==> src/rtl/mem_stage_hs.sv <==
// MEM stage with req/ack DMEM handshake.
// Byte lanes, sign extension, misalign and timeout exceptions.
module mem_stage_hs #(
    parameter int DMEM_ADDR_WIDTH = 12,
    parameter int DATA_WIDTH      = 16,
    parameter int REG_IDX_WIDTH   = 4,
    parameter int PC_WIDTH        = 12,
    parameter int INSTR_WIDTH     = 16,
    parameter int MAX_WAIT        = 15
) (
    input  logic                                  clock,
    input  logic                                  reset,
    input  logic                                  in_valid,
    input  logic [2:0]                            in_op,
    input  logic [DMEM_ADDR_WIDTH-1:0]            in_addr,
    input  logic [DATA_WIDTH-1:0]                 in_wr_data,
    input  logic [DATA_WIDTH-1:0]                 in_res,
    input  logic [REG_IDX_WIDTH-1:0]              in_res_reg_idx,
    input  logic                                  in_write_res_to_reg,
    input  logic [PC_WIDTH-1:0]                   in_pc,
    input  logic [INSTR_WIDTH-1:0]                in_instr,
    output logic                                  out_stall,
    output logic                                  dmem_req,
    output logic                                  dmem_we,
    output logic [DMEM_ADDR_WIDTH-$clog2(DATA_WIDTH/8)-1:0] dmem_addr,
    output logic [DATA_WIDTH/8-1:0]               dmem_be,
    output logic [DATA_WIDTH-1:0]                 dmem_wdata,
    input  logic                                  dmem_ack,
    input  logic [DATA_WIDTH-1:0]                 dmem_rdata,
    output logic                                  out_valid,
    output logic [DATA_WIDTH-1:0]                 out_res,
    output logic [REG_IDX_WIDTH-1:0]              out_res_reg_idx,
    output logic                                  out_write_res_to_reg,
    output logic [PC_WIDTH-1:0]                   out_pc,
    output logic [INSTR_WIDTH-1:0]                out_instr,
    output logic                                  out_exc_misaligned,
    output logic                                  out_exc_timeout
);

    localparam int BYTES     = DATA_WIDTH / 8;
    localparam int LANE_BITS = $clog2(BYTES);
    localparam int WADDR_W   = DMEM_ADDR_WIDTH - LANE_BITS;
    localparam int CNT_W     = $clog2(MAX_WAIT + 1);

    localparam logic [2:0] OP_LW  = 3'b001;
    localparam logic [2:0] OP_LBS = 3'b010;
    localparam logic [2:0] OP_LBU = 3'b011;
    localparam logic [2:0] OP_SW  = 3'b100;
    localparam logic [2:0] OP_SB  = 3'b101;

    typedef enum logic {IDLE, BUSY} state_t;

    state_t                   state_q, state_d;
    logic [CNT_W-1:0]         cnt_q, cnt_d;
    logic [2:0]               op_q, op_d;
    logic [LANE_BITS-1:0]     lane_q, lane_d;
    logic [DATA_WIDTH-1:0]    res_q, res_d;
    logic [REG_IDX_WIDTH-1:0] idx_q, idx_d;
    logic                     wr_q, wr_d;
    logic [PC_WIDTH-1:0]      pc_q, pc_d;
    logic [INSTR_WIDTH-1:0]   instr_q, instr_d;

    logic                     req_q, req_d;
    logic                     we_q, we_d;
    logic [WADDR_W-1:0]       addr_q, addr_d;
    logic [BYTES-1:0]         be_q, be_d;
    logic [DATA_WIDTH-1:0]    wdata_q, wdata_d;

    logic                     ovalid_q, ovalid_d;
    logic [DATA_WIDTH-1:0]    ores_q, ores_d;
    logic [REG_IDX_WIDTH-1:0] oidx_q, oidx_d;
    logic                     owr_q, owr_d;
    logic [PC_WIDTH-1:0]      opc_q, opc_d;
    logic [INSTR_WIDTH-1:0]   oinstr_q, oinstr_d;
    logic                     emis_q, emis_d;
    logic                     eto_q, eto_d;

    logic                     in_load, in_store, in_word, in_misal;
    logic [LANE_BITS-1:0]     in_lane;
    logic [BYTES-1:0]         lane_onehot;
    logic [7:0]               sel_byte;
    logic [DATA_WIDTH-1:0]    load_res;

    assign in_lane = in_addr[LANE_BITS-1:0];

    // Classify the incoming op and build lane-derived helpers.
    always_comb begin
        in_load     = 1'b0;
        in_store    = 1'b0;
        in_word     = 1'b0;
        lane_onehot = '0;
        sel_byte    = '0;
        case (in_op)
            OP_LW:  begin in_load  = 1'b1; in_word = 1'b1; end
            OP_LBS: in_load  = 1'b1;
            OP_LBU: in_load  = 1'b1;
            OP_SW:  begin in_store = 1'b1; in_word = 1'b1; end
            OP_SB:  in_store = 1'b1;
            default: ;
        endcase
        in_misal = in_word && (in_lane != '0);
        for (int i = 0; i < BYTES; i++) begin
            lane_onehot[i] = (in_lane == LANE_BITS'(i));
            if (lane_q == LANE_BITS'(i))
                sel_byte = dmem_rdata[8*i +: 8];
        end
    end

    // Shape the read data according to the captured load type.
    always_comb begin
        case (op_q)
            OP_LW:   load_res = dmem_rdata;
            OP_LBS:  load_res = {{(DATA_WIDTH-8){sel_byte[7]}}, sel_byte};
            OP_LBU:  load_res = {{(DATA_WIDTH-8){1'b0}}, sel_byte};
            default: load_res = res_q;
        endcase
    end

    // Next-state, request and retire logic.
    always_comb begin
        state_d  = state_q;
        cnt_d    = cnt_q;
        op_d     = op_q;
        lane_d   = lane_q;
        res_d    = res_q;
        idx_d    = idx_q;
        wr_d     = wr_q;
        pc_d     = pc_q;
        instr_d  = instr_q;
        req_d    = req_q;
        we_d     = we_q;
        addr_d   = addr_q;
        be_d     = be_q;
        wdata_d  = wdata_q;
        ovalid_d = 1'b0;
        ores_d   = ores_q;
        oidx_d   = oidx_q;
        owr_d    = 1'b0;
        opc_d    = opc_q;
        oinstr_d = oinstr_q;
        emis_d   = 1'b0;
        eto_d    = 1'b0;
        case (state_q)
            IDLE: begin
                if (in_valid) begin
                    op_d    = in_op;
                    lane_d  = in_lane;
                    res_d   = in_res;
                    idx_d   = in_res_reg_idx;
                    wr_d    = in_write_res_to_reg;
                    pc_d    = in_pc;
                    instr_d = in_instr;
                    if ((in_load || in_store) && !in_misal) begin
                        state_d = BUSY;
                        cnt_d   = '0;
                        req_d   = 1'b1;
                        we_d    = in_store;
                        addr_d  = in_addr[DMEM_ADDR_WIDTH-1:LANE_BITS];
                        be_d    = in_word ? '1 : lane_onehot;
                        wdata_d = in_word ? in_wr_data
                                          : {BYTES{in_wr_data[7:0]}};
                    end else begin
                        ovalid_d = 1'b1;
                        ores_d   = in_res;
                        oidx_d   = in_res_reg_idx;
                        owr_d    = in_write_res_to_reg && !in_misal;
                        opc_d    = in_pc;
                        oinstr_d = in_instr;
                        emis_d   = in_misal;
                    end
                end
            end
            BUSY: begin
                if (dmem_ack) begin
                    state_d  = IDLE;
                    req_d    = 1'b0;
                    ovalid_d = 1'b1;
                    ores_d   = load_res;
                    oidx_d   = idx_q;
                    owr_d    = wr_q && !(op_q == OP_SW || op_q == OP_SB);
                    opc_d    = pc_q;
                    oinstr_d = instr_q;
                end else if (cnt_q == CNT_W'(MAX_WAIT - 1)) begin
                    state_d  = IDLE;
                    req_d    = 1'b0;
                    ovalid_d = 1'b1;
                    ores_d   = res_q;
                    oidx_d   = idx_q;
                    opc_d    = pc_q;
                    oinstr_d = instr_q;
                    eto_d    = 1'b1;
                end else begin
                    cnt_d = cnt_q + 1'b1;
                end
            end
            default: state_d = IDLE;
        endcase
    end

    // State and output registers; reset abandons any access in flight.
    always_ff @(posedge clock or posedge reset) begin
        if (reset) begin
            state_q  <= IDLE;
            cnt_q    <= '0;
            op_q     <= '0;
            lane_q   <= '0;
            res_q    <= '0;
            idx_q    <= '0;
            wr_q     <= 1'b0;
            pc_q     <= '0;
            instr_q  <= '0;
            req_q    <= 1'b0;
            we_q     <= 1'b0;
            addr_q   <= '0;
            be_q     <= '0;
            wdata_q  <= '0;
            ovalid_q <= 1'b0;
            ores_q   <= '0;
            oidx_q   <= '0;
            owr_q    <= 1'b0;
            opc_q    <= '0;
            oinstr_q <= '0;
            emis_q   <= 1'b0;
            eto_q    <= 1'b0;
        end else begin
            state_q  <= state_d;
            cnt_q    <= cnt_d;
            op_q     <= op_d;
            lane_q   <= lane_d;
            res_q    <= res_d;
            idx_q    <= idx_d;
            wr_q     <= wr_d;
            pc_q     <= pc_d;
            instr_q  <= instr_d;
            req_q    <= req_d;
            we_q     <= we_d;
            addr_q   <= addr_d;
            be_q     <= be_d;
            wdata_q  <= wdata_d;
            ovalid_q <= ovalid_d;
            ores_q   <= ores_d;
            oidx_q   <= oidx_d;
            owr_q    <= owr_d;
            opc_q    <= opc_d;
            oinstr_q <= oinstr_d;
            emis_q   <= emis_d;
            eto_q    <= eto_d;
        end
    end

    assign out_stall            = (state_q == BUSY);
    assign dmem_req             = req_q;
    assign dmem_we              = we_q;
    assign dmem_addr            = addr_q;
    assign dmem_be              = be_q;
    assign dmem_wdata           = wdata_q;
    assign out_valid            = ovalid_q;
    assign out_res              = ores_q;
    assign out_res_reg_idx      = oidx_q;
    assign out_write_res_to_reg = owr_q;
    assign out_pc               = opc_q;
    assign out_instr            = oinstr_q;
    assign out_exc_misaligned   = emis_q;
    assign out_exc_timeout      = eto_q;

endmodule

==> config.mk <==
export PLATFORM = sky130hd
export DESIGN_NAME = mem_stage_hs
export DESIGN_NICKNAME = d
export VERILOG_FILES = /design/src/rtl/mem_stage_hs.sv
export SDC_FILE = /design/constraint.sdc
export NUM_CORES = 1
export LEC_CHECK = 0
export BUFFER_PORTS_ARGS = -buffer_cell sky130_fd_sc_hd__buf_2
export CELL_PAD_IN_SITES_DETAIL_PLACEMENT = 1
export CELL_PAD_IN_SITES_GLOBAL_PLACEMENT = 1
export CORE_AREA = 2 2 139 141
export DETAILED_ROUTE_END_ITERATION = 8
export DIE_AREA = 0 0 141 143
export PLACE_DENSITY = 0.74
export SLEW_MARGIN = 40
export SYNTH_ARGS = -nofsm -noshare
export SYNTH_HDL_FRONTEND = slang
export SYNTH_SLANG_ARGS = --single-unit
export TNS_END_PERCENT = 50
==> constraint.sdc <==
create_clock -name clock -period 5.9 [get_ports clock]
set_clock_uncertainty 0.15 [all_clocks]
set_input_delay 0.295 -clock clock [delete_from_list [all_inputs] [get_ports clock]]
set_output_delay 0.295 -clock clock [all_outputs]
set_load 0.005 [all_outputs]
Yosys cells after proc, flatten, opt, wreduce, memory -nomap -nowiden
Index checks and enable logic that the tools add are counted.
Widths: inputs -> output; s select.

operators by class
  add/subtract/negate cells = 1
  mux-type cells = 56
  bitwise logic cells = 2
  reductions and logical operators = 16
  eq/ne operators = 17

operator list
  operator             number
  $mux 16              9
  $pmux 16 s2          2
  $mux 12              4
  $pmux 16 s3          1
  $mux 4               8
  $pmux 12 s2          1
  $mux 1               23
  $pmux 4 s2           2
  $eq 3x2->1 const B   4
  $eq 3x3->1 const B   4
  $ne 2x2->1 const B   5
  $reduce_and 3->1     3
  $mux 8               1
  $pmux 1 s2           4
  $eq 3x1->1 const B   2
  $add 4x1->4 const B  1
  $eq 4x4->1 const B   1
  $logic_and 1x1->1    4
  $reduce_and 4->1     1
  $reduce_or 2->1      2
  $ne 3x2->1 const B   1
  $reduce_or 3->1      1
  $logic_not 1->1      2
  $logic_or 1x1->1     2
  3 further kinds      4

word-level totals
  word-level logic and storage cells = 114
  register bits after elaboration = 141
  bits of input ports = 100
  output and inout port bits = 84

Longest topological paths before layout
Gate-level depths: netlist (run 1).

  word-level depth = 9
  mapped depth = 8
  mapped depth without buffers = 7

Least setup slack after synthesis (run 1)
OpenSTA, ideal clock, no wires.

  path type = reg-to-reg
  start point = register cnt_q[0]
  end point = register oinstr_q[0] (netlist: out_instr[0])
  stages on the path, launching flop included = 9
  setup slack = 3817 ps
  period minus slack after synthesis = 2083 ps
  arrival = 1806 ps
  required time = 5623 ps
  path through = dfrtp_1 -> inv_1 -> ha_1 -> and3_1 -> o21ai_0 -> a21boi_2 -> buf_6 -> buf_12 -> mux2_1

between the ends
  word-level cells in the longest chain between the ends = 3

ends and longest elaborated chain
  item                               RTL line  source
  start, declared                    54        logic [CNT_W-1:0] cnt_q, cnt_d;
  start signal, assigned             227       cnt_q <= cnt_d;
  $eq 4x4->1                         183       end else if (cnt_q == CNT_W'(MAX_WAIT - 1)) begin
  $ne 3x2->1 (no source line)        --
  $reduce_and 3->1 (no source line)  --
  end signal, assigned               245       oinstr_q <= oinstr_d;
  end, declared                      74        logic [INSTR_WIDTH-1:0] oinstr_q, oinstr_d;

No other way between the ends.
A chain may end at the register's enable or synchronous reset.

Final worst setup path (run 1)
  start point = register state_q (netlist: out_stall)
  end point = register be_q[1] (netlist: dmem_be[1])

between the ends
  word-level cells in the longest chain between the ends = 2

ends and longest elaborated chain
  item                               RTL line  source
  start, declared                    53        state_t state_q, state_d;
  start signal, assigned             226       state_q <= state_d;
  $not 1->1 (no source line)         --
  $reduce_and 3->1 (no source line)  --
  end signal, assigned               215       be_q <= '0;
  end signal, assigned               238       be_q <= be_d;
  end, declared                      66        logic [BYTES-1:0] be_q, be_d;

No other way between the ends.

==> metrics.md, run 1 <==
| Metric | Value |
|---|---|
| Status | finished, final reports clean |
| Maximum VDD drop | between 0.15 and 0.2 mV |
| Die span in y | roughly 140 um |
| Final net count | 913 |
| Routed vias/inst | a little under 5 |
| Max Transition Viols Final | 0 |
| Root Buffer | clkbuf_16 |
| Crit path max-delay cell type | buf_4 |
| Area contributors post-synth | dfrtp_1 (55%), mux2_2 (16%), nand2_1 (7.7%) |
| Syn Std Cell Area | around 0.0064 mm^2 |
| Crit-path cells | buf_4, nand2b_2, buf_4, nor2_1, a32o_1, a21oi_1, o21a_1 |
| DP HPWL | about 12000 um |
| Aggregate global routing overflow | 0 |
| Sequential fraction of the synthesis area | 54.8% |
| I/O pins | between 150 and 200 |
| Total nets after synthesis | roughly 690 |
| CP max stage delay | between 0.5 and 0.6 ns |
| # Max-Cap Violations | 0 |
| # port buffers | 183 |
| Largest family of logic cells by synthesized area | multiplexers |
| Xor-xnor portion of the synthesized cell area | less than 1% |
| Largest net degree at the start of global routing | 84 |
| Syn Inst Count | 583 |
| Post-synthesis mux area share | 19.8% |
| Pwr Density | roughly 390 mW/mm^2 |
| CTS tree | built |
| Final setup TNS | 0 ns |
| DIE AREA | slightly above 0.02 mm^2 |
| Core Rows | 50 |
| Core area | 0.0186 mm^2 |
| Detailed Routing Iterations Pass 1 | 5 |
| Worst hold path type | in2reg |
| Syn Area/Cell | about 11 um^2 |
| GRT Util Overall | ~18% |
| Yosys reg bits | 141 |
| Final Hold Vio Count | 0 |
| Initial DRC count | 214 |
| Layout cell share with drive strength beyond 1 | between 40% and 50% |
| Clk_lat worst skew | 0.41 ns |
| Wire length of the first global-routing pass | roughly 29000 um |
| CTS H-tree lvls | 4 |
| Clock sinks | around 140 |
| Synth Area in Simple Gates | 11.0% |
| Final Setup Violations | 0 |
| DRC Markers | 0 |
| Antenna viol nets, final | 0 |
| Critical path fanouts, max | just under 70 |
| Area leader, netlist | dfrtp_1 |
| Commonest cells in the netlist | dfrtp_1 (141), nand2_1 (132), mux2_2 (90) |
| Design Area, Final | a little under 0.009 mm^2 |
| Worst setup EP type | register |
| Number of global-route vias before repair | about 5500 |
| Main synth FF type | dfrtp_1 |
| Critical path required time | ~6 ns |
| Wirelength per Cell | about 17 um |
| Gpl congestion | between 0.7 and 0.8 |
| Startpoint types | register |
| Final period utilization | roughly half |
| Yosys top cell area share | a little over half |
| Initial Utilization | between 30 and 40% |
| Library cells used by synthesis | 42 |
| Worst path most repeated cell | buf_4 |
| Post-synth ARST share | 100% |
| Setup ws final | approximately 3 ns |
| Die width | approximately 140 um |
| Path type of the worst setup path | reg2reg |
| Max Fclk | 0.345 GHz |
| Count leader, synth | dfrtp_1 |
| Area grow syn2layout | 36.4% |
| Tmin final | around 2.9 ns |
| Lkg Pwr | around 0.0043 uW |
| TritonCTS Buffers | 17 |
| Actual slew at the worst max-slew pin | roughly 0.78 ns |
| CTS clock-pin slew for the worst setup and hold paths | 0.06 ns |
| Complex-gate fraction of the synthesized area | a little under 9% |
| Initial antenna violation count | 3 |
| Pre-CTS setup slack | a little under 3 ns |
| Max_slew headroom | between 40% and 50% |
| Adder-Cell Fraction of Synth Area | 0.389% |
| Maximum clock insertion buffer count | 2 |
| Warnings from Yosys | 0 |
| Fill cells | slightly above 2000 |
| Placed Area | between 0.007 and 0.008 mm^2 |
| Total Wirelength | ~18000 um |
| RSZ-0062 raised after global routing | false |
| Post-synth EDFFs | 0 |
| Via count | about 5100 |
| Crit path arrival time | about 3.1 ns |
-- power breakdown --
part	switching, uW	internal (uW)
clock	427	750
combinational	397	467
sequential	158	1240
-- per-layer routing --
layer | vias to the layer above | share of wire (%) | GRT usage (%)
met5 | - | 0 | 0
met4 | 0 | 0.61 | 4.95
met3 | 6 | 4.9 | 5.26
met2 | 127 | 50 | 30.8
met1 | 2506 | 44 | 23.7
li1 | 2460 | - | -
-- critical path: cells and delay by family (launching register included) --
kind | cells | cell delay (ns)
simple gates | 2 | 0.61
flops | 1 | 0.38
buf+inv | 2 | 1.13
compound gates | 3 | 0.56
-- repair_timing --
item | in CTS | in global routing
buffers inserted | 0 | 0
gates resized for setup | 0 | 0
hold endpoints to repair | 137 | 0
hold buffers | 56 | 0
-- layout make-up --
| cell class | count | area, um^2 | area share [%] |
|---|---|---|---|
| timing repair buffer | 247 | 1590 | 18.1 |
| tap | 234 | 293 | 3.33 |
| clock buffer | 17 | 425 | 4.85 |
| sequential | 141 | 3530 | 40.2 |
| inverter | 21 | 86.3 | 0.983 |
| antenna | 2 | 5.00 | 0.0570 |
| clock inverter | 15 | 219 | 2.49 |
| multi-input combinational | 383 | 2630 | 30.0 |
-- stage by stage --
step | util, % | total power [uW] | hold WS (ns) | std cells
final | 47.3 | 3430 | 0.0255 | 1060
after global routing | 47.3 | 3640 | 0.0314 | 1060
after CTS | 47.0 | 3460 | 0.0109 | 1057
after detailed placement | 40.5 | 2240 | 0.313 | 969
after global placement | 40.3 | 2190 | 0.301 | 967
after floorplan | - | 1870 | 0.250 | 583
-- cell usage in the layout (no fill, tap or decap), types with 8 or more instances in the layout --
master	n
mux2_2	90
o21ai_0	33
nand2_1	132
dfrtp_1	140
clkbuf_16	17
dlygate4sd3_1	56
nor2_1	18
mux2_4	8
inv_1	19
o22ai_1	16
a211oi_1	11
mux2i_1	13
a21oi_1	20
buf_2	183
-- final timing paths --
path | end | start | depth (start not counted) | slack (ns)
worst min-delay path | res_q[9] | in_res[9] | 3 | 0.03
min in group asynchronous | out_instr[9] | reset | 3 | 0.35
worst max register to register | dmem_be[1] | out_stall | 7 | 3.00
worst max-delay path | dmem_be[1] | out_stall | 7 | 3.00
max in group asynchronous | instr_q[8] | reset | 4 | 4.26
worst min register to register | instr_q[15] | instr_q[15] | 2 | 0.32
-- kinds of logic after synthesis --
group                    count (synthesis)
adder cells (fa/ha/maj)                  2
XOR/XNOR                                 3
multiplexers                           112
flip-flops                             141
AO/OA/AOI/OAI                           95
AND/OR/NAND/NOR                        171
buffers and inverters                   59
Power figures use the tool's default switching activity.
==> inputs of run 2 (changes only) <==
- ABC_AREA: not set -> 1
- CORE_AREA: 2 2 139 141 -> 2 2 141 143
- DIE_AREA: 0 0 141 143 -> 0 0 143 145
- PLACE_DENSITY: 0.74 -> 0.78
- clock period: 5.9 -> 2.8 ns (I/O delays scaled with it)
==> run 2 against run 1 <==
  * Global-route usage increased by 2.9 points
  * Combinational power rose by 99%
  * Area after synthesis rose by 2.7%
  * Synthesized cell count increased by 45%
  * First-iteration DRC count up 22%
==> metrics.md, run 2 <==
| Metric | Value |
|---|---|
| Tmin final | 2.03 ns |
| Switching share of total power | 31.9% |
| Gpl congestion | slightly below 0.8 |
| Top Metal Used | met4 |
| Die width | between 100 and 150 um |
| DIE AREA | 0.0207 mm^2 |
| Routed vias/inst | 4.78 |
| Reg power frac | between 40 and 50% |
| Final period utilization | between 70% and 80% |
| Total Wirelength | roughly 21000 um |
| Area contributors post-synth | dfrtp_1 (53%), nand2_1 (18%), o21ai_0 (8.3%) |
| Wire length on met2 | ~11000 um |
| Post-synth EDFFs | 0 |
| Detailed Routing Iterations Pass 1 | 4 |
| Final net count | roughly 1200 |
| Core Rows | 51 |
| CTS H-tree lvls | 4 |
| Wire length of the first global-routing pass | 35500 um |
| DP HPWL | between 10000 and 15000 um |
| TritonCTS Buffers | 17 |
| Actual slew at the worst max-slew pin | between 0.7 and 0.8 ns |
| Layout Utilization | between 40% and 50% |
| Sequential fraction of the synthesis area | between 50% and 60% |
| Commonest cells in the netlist | nand2_1 (323), dfrtp_1 (141), o21ai_0 (110) |
| Internal cell power | roughly 4700 uW |
| Path type of the worst setup path | in2reg |
| CTS clock-pin slew for the worst setup and hold paths | roughly 0.060 ns |
| Max_slew headroom | 53.0% |
| WL met3 | 1010 um |
| Crit path arrival time | about 2.2 ns |
| Wirelength per Cell | roughly 16 um |
| GRT Util Overall | between 20% and 30% |
| Area leader, netlist | dfrtp_1 |
| Pwr Density | about 750 mW/mm^2 |
| Maximum VDD drop | about 0.46 mV |
| DRC Markers | 0 |
| Maximum clock insertion buffer count | 2 |
| RSZ-0062 raised after global routing | false |
| Initial Utilization | 34.4% |
| Number of global-route vias before repair | 7111 |
| CTS tree | built |
| Count leader, synth | nand2_1 |
| Antenna viol nets, final | 0 |
| Clock sinks | roughly 140 |
| Clock power share | around 34% |
| Final Hold Vio Count | 0 |
| Syn Area/Cell | about 7.8 um^2 |
| Commonest cells after routing, fill and taps aside | nand2_1 (323), buf_2 (183), dfrtp_1 (140), o21ai_0 (110), dlygate4sd3_1 (83) |
| Via count | between 6000 and 7000 |
| # resized after CTS | 0 |
| Initial DRC count | approximately 260 |
| Final Setup Violations | 0 |
| Critical path required time | approximately 3.0 ns |
| Syn Std Cell Area | 0.00661 mm^2 |
| Layout cell share with drive strength beyond 1 | between 20 and 25% |
| Lkg Pwr | 0.00490 uW |
| Max Transition Viols Final | 0 |
| # Max-Cap Violations | 0 |
| Worst hold path type | in2reg |
| Warnings from Yosys | 0 |
| Clk_lat worst skew | between 0.4 and 0.5 ns |
| Largest net degree at the start of global routing | approximately 140 |
| Max Fclk | slightly below 0.5 GHz |
| Leading cell type in the layout, fill and taps excluded | nand2_1 |
| Library cells used by synthesis | 27 |
| Switch Pwr | 2200 uW |
| Syn Inst Count | between 800 and 900 |
| Gate power share | between 20% and 30% |
| Design Power | roughly 7000 uW |
| # port buffers | 183 |
| Yosys reg bits | roughly 140 |
| Yosys top cell area share | approximately 53% |
| Status | finished, final reports clean |
| Area grow syn2layout | 38.6% |
| Post-synth ARST share | 100% |
| Die span in y | ~150 um |
| Worst setup EP type | register |
| Aggregate global routing overflow | 0 |
| Startpoint types | input pin |
| Core area | about 0.019 mm^2 |
| Main synth FF type | dfrtp_1 |
| Final setup TNS | 0 ns |
| I/O pins | 184 |
| Total nets after synthesis | ~950 |
| Critical path fanouts, max | 24 |
| Metal-1 WL | approximately 9000 um |
| Initial antenna violation count | 1 |
| Root Buffer | clkbuf_16 |
-- run 2: timing repair --
action,4_1_cts,5_1_grt
hold buffers,83,0
setup buffers,0,0
endpoints found under the hold margin,273,0
-- run 2: area by class of cell --
cell class | count | area (um^2)
clock buffers | 20 | 457
fillers | 2357 | 10000
well taps | 265 | 332
multi-input cells | 566 | 2500
clock inverters | 11 | 143
repair buffers | 277 | 1870
inverters | 86 | 329
diodes | 1 | 2.50
flip-flops and latches | 141 | 3530
-- run 2: stage by stage --
step	cell area [um^2]	setup slack [ns]	std cells	hold slack, ns
global placement	7700	0.939	1251	0.183
detailed placement	7700	0.875	1251	0.196
CTS	9140	0.851	1365	0.0959
global route	9160	0.478	1366	0.130
finish	9170	0.771	1367	0.106
floorplan	6620	0.747	843	0.0608
-- run 2: worst paths after layout --
check                              startpoint              endpoint  slack [ns]  cells past startpoint
worst max-delay path                 in_op[1]          dmem_addr[0]        0.77                      9
worst max register to register      out_stall  out_write_res_to_reg        0.80                      7
worst min register to register       dmem_req              dmem_req        0.33                      2
min in group asynchronous               reset            instr_q[9]        0.18                      4
max in group asynchronous               reset             res_q[10]        1.58                      5
worst min-delay path            dmem_rdata[4]            out_res[4]        0.11                      7
-- run 2: logic make-up (layout without fill, tap and decap cells) --
group | count (synthesis) | in the layout | synth area share (%)
adder cells (fa/ha/maj) | 2 | 2 | 0.378
flip-flops | 141 | 141 | 53.3
other | 0 | 1 | 0
AND/OR/NAND/NOR | 430 | 430 | 27.0
AO/OA/AOI/OAI | 132 | 132 | 10.1
buffers and inverters | 136 | 394 | 8.87
XOR/XNOR | 2 | 2 | 0.265
-- run 2: critical path, cell delays in order --
cell	delay, ns
dlygate4sd3_1	0.53
buf_2	0.14
inv_2	0.08
nand2_1	0.09
nand2_2	0.14
nand3_2	0.37
inv_1	0.52
nand2_1	0.13
nand2_1	0.10
-- run 2: per-layer routing --
metal  vias to the layer above  track usage [%]
li1                       3165                -
met1                      3164             25.9
met2                       165             36.7
met3                        39             5.25
met4                         0             7.62
met5                         -                0
-- run 2: power by group through the flow --
stage	Clock, uW	Combinational, uW	Sequential (uW)
global route	2460	1970	2890
global placement	0	1540	2850
finish	2330	1720	2830
detailed placement	0	1610	2860
floorplan	0	900	2830
CTS	2380	1720	2830
==> inputs of run 3 (changes only) <==
- clock period: 2.8 -> 2 ns (I/O delays scaled with it)
==> run 3 against run 2 <==
  * Global-route usage is 0.75 points lower
  * First-iteration DRC count up 13%
  * Count of clock-buffer cells in the layout down 2
  * Sequential share of layout area decreased by 0.14 points
  * Total power is 38% higher
  * Critical path type is now reg2out
  * Largest cell class unchanged
  * Register-to-register slack worse by 0.58 ns
  * Flip-flop and latch count stayed put
  * Largest power group unchanged
  * Cell count grew 0.29%
==> metrics.md, run 3 (same netlist as run 2, synthesis figures left out) <==
| Metric | Value |
|---|---|
| Initial Utilization | 34.4% |
| Wirelength per Cell | ~15 um |
| Setup slack, reg-to-reg | 0.22 ns |
| Initial antenna violation count | 1 |
| DRC Markers | 0 |
| Placed Area | 0.00779 mm^2 |
| DP HPWL | 13000 um |
| Wire length on met2 | between 10000 and 15000 um |
| CP max stage delay | between 0.4 and 0.5 ns |
| Largest net degree at the start of global routing | 90 |
| Design Power | about 9500 uW |
| Path type of the worst setup path | reg2out |
| Hold path endpoint | out_res[7] |
| # Max-Cap Violations | 0 |
| CTS clock-pin slew for the worst setup and hold paths | 0.06 ns |
| Via count | 6499 |
| Core Rows | just over 50 |
| Crit path arrival time | roughly 1.6 ns |
| Max Fclk | 0.557 GHz |
| # port buffers | about 180 |
| Setup bufs post-CTS | 0 |
| Actual slew at the worst max-slew pin | 0.600 ns |
| Tmin final | about 1.8 ns |
| Worst r2r path cells | 8 |
| Clk_lat worst skew | 0.42 ns |
| Maximum clock insertion buffer count | 2 |
| RSZ-0062 raised after global routing | false |
| Crit path max-delay cell type | buf_4 |
| Max Transition Viols Final | 0 |
| Pwr Density | ~1000 mW/mm^2 |
| Depth of the worst hold-timing path | 7 |
| Final Setup Violations | 0 |
| CTS tree | built |
| Lkg Pwr | between 0.004 and 0.005 uW |
| Max_slew headroom | between 60% and 70% |
| Aggregate global routing overflow | 0 |
| TritonCTS Buffers | 17 |
| Commonest cells after routing, fill and taps aside | nand2_1 (323), buf_2 (183), dfrtp_1 (140), o21ai_0 (110), dlygate4sd3_1 (83) |
| Total Wirelength | roughly 20000 um |
| Fill cells | between 2000 and 2500 |
| HP Start | dmem_rdata[7] |
| Gpl congestion | a little under 0.8 |
| Number of global-route vias before repair | between 6000 and 7000 |
| Inst Count DP | 1256 |
| Status | finished, final reports clean |
| Critical path required time | 1.75 ns |
| Startpoint types | register |
| GRT Util Overall | between 20 and 25% |
| DIE AREA | 0.0207 mm^2 |
| I/O pins | around 180 |
| Final Hold Vio Count | 0 |
| Routed vias/inst | ~4.7 |
| Design Area, Final | 0.00920 mm^2 |
| Critical path fanouts, max | 65 |
| Die width | roughly 140 um |
| Final net count | 1195 |
| Crit-path cells | buf_4, buf_2 |
| WL met3 | 958 um |
| Crit Reg-Reg Endpoint | out_instr[7] |
| Die span in y | about 150 um |
| Initial DRC count | 294 |
| Maximum VDD drop | 0.630 mV |
| Worst setup EP type | primary output |
| Layout cell share with drive strength beyond 1 | between 20% and 30% |
| Top Metal Used | met4 |
| Clock sinks | roughly 140 |
| Root Buffer | clkbuf_16 |
| Final std cells w/o fill | between 1000 and 1500 |
| Beginning of the worst register-to-register path | cnt_q[0] |
| Worst hold path type | in2reg |
| Wire length of the first global-routing pass | ~34000 um |
| Area grow syn2layout | 39.1% |
| Antenna viol nets, final | 0 |
| Metal-1 WL | just under 9000 um |
| Core area | 0.0192 mm^2 |
| CTS H-tree lvls | 4 |
| Leading cell type in the layout, fill and taps excluded | nand2_1 |
| Detailed Routing Iterations Pass 1 | 4 |
| Final period utilization | between 80% and 90% |
run 3: timing repair:
item / 4_1_cts / 5_1_grt
resized for setup: 0 / 0
endpoints found under the hold margin: 275 / 0
hold buffers: 83 / 0
run 3: critical path: cells and delay by family, from the launching register on:
family	cells	cell delay, ns
buf+inv	2	0.70
flops	1	0.38
run 3: worst max-delay path by stage:
| stage | start | end | slack (ns) |
|---|---|---|---|
| after detailed placement | cnt_q[0] | out_res[9] | 0.21 |
| after CTS | out_stall | out_stall | 0.19 |
| after global routing | cnt_q[0] | out_res[9] | 0.01 |
| after global placement | cnt_q[0] | out_res[3] | 0.30 |
| after floorplan | reset | cnt_q[0] | -0.01 |
| final | out_stall | out_stall | 0.20 |
run 3: per-layer routing:
layer	global-route usage, %	vias to the layer above
met5	0	-
met4	7.28	0
met3	5.05	33
met2	35.7	150
met1	24.8	3141
li1	-	3175
run 3: cell type report:
| type | instances | area [um^2] | area share, % |
|---|---|---|---|
| Sequential cell | 141 | 3530 | 38.4 |
| Multi-Input combinational cell | 566 | 2500 | 27.2 |
| Timing Repair Buffer | 281 | 1930 | 21.0 |
| Clock buffer | 18 | 429 | 4.67 |
| Tap cell | 265 | 332 | 3.60 |
| Inverter | 86 | 329 | 3.58 |
| Clock inverter | 13 | 144 | 1.56 |
| Antenna cell | 1 | 2.50 | 0.0272 |
run 3: where the power goes:
part / internal [uW] / switching [uW] / total (uW)
registers: 3550 / 416 / 3960
logic: 1030 / 1390 / 2420
clock network: 1830 / 1270 / 3110
run 3: per-stage QoR:
step / hold WS [ns] / worst slack [ns] / TNS [ns] / util (%)
final: 0.0421 / 0.205 / 0 / 47.9
after global routing: 0.0838 / 0.0104 / 0 / 47.9
after CTS: 0.0355 / 0.190 / 0 / 47.9
after detailed placement: 0.101 / 0.210 / 0 / 40.6
after global placement: 0.0932 / 0.298 / 0 / 40.6
after floorplan: 0.0208 / -0.0131 / -1.84 / -
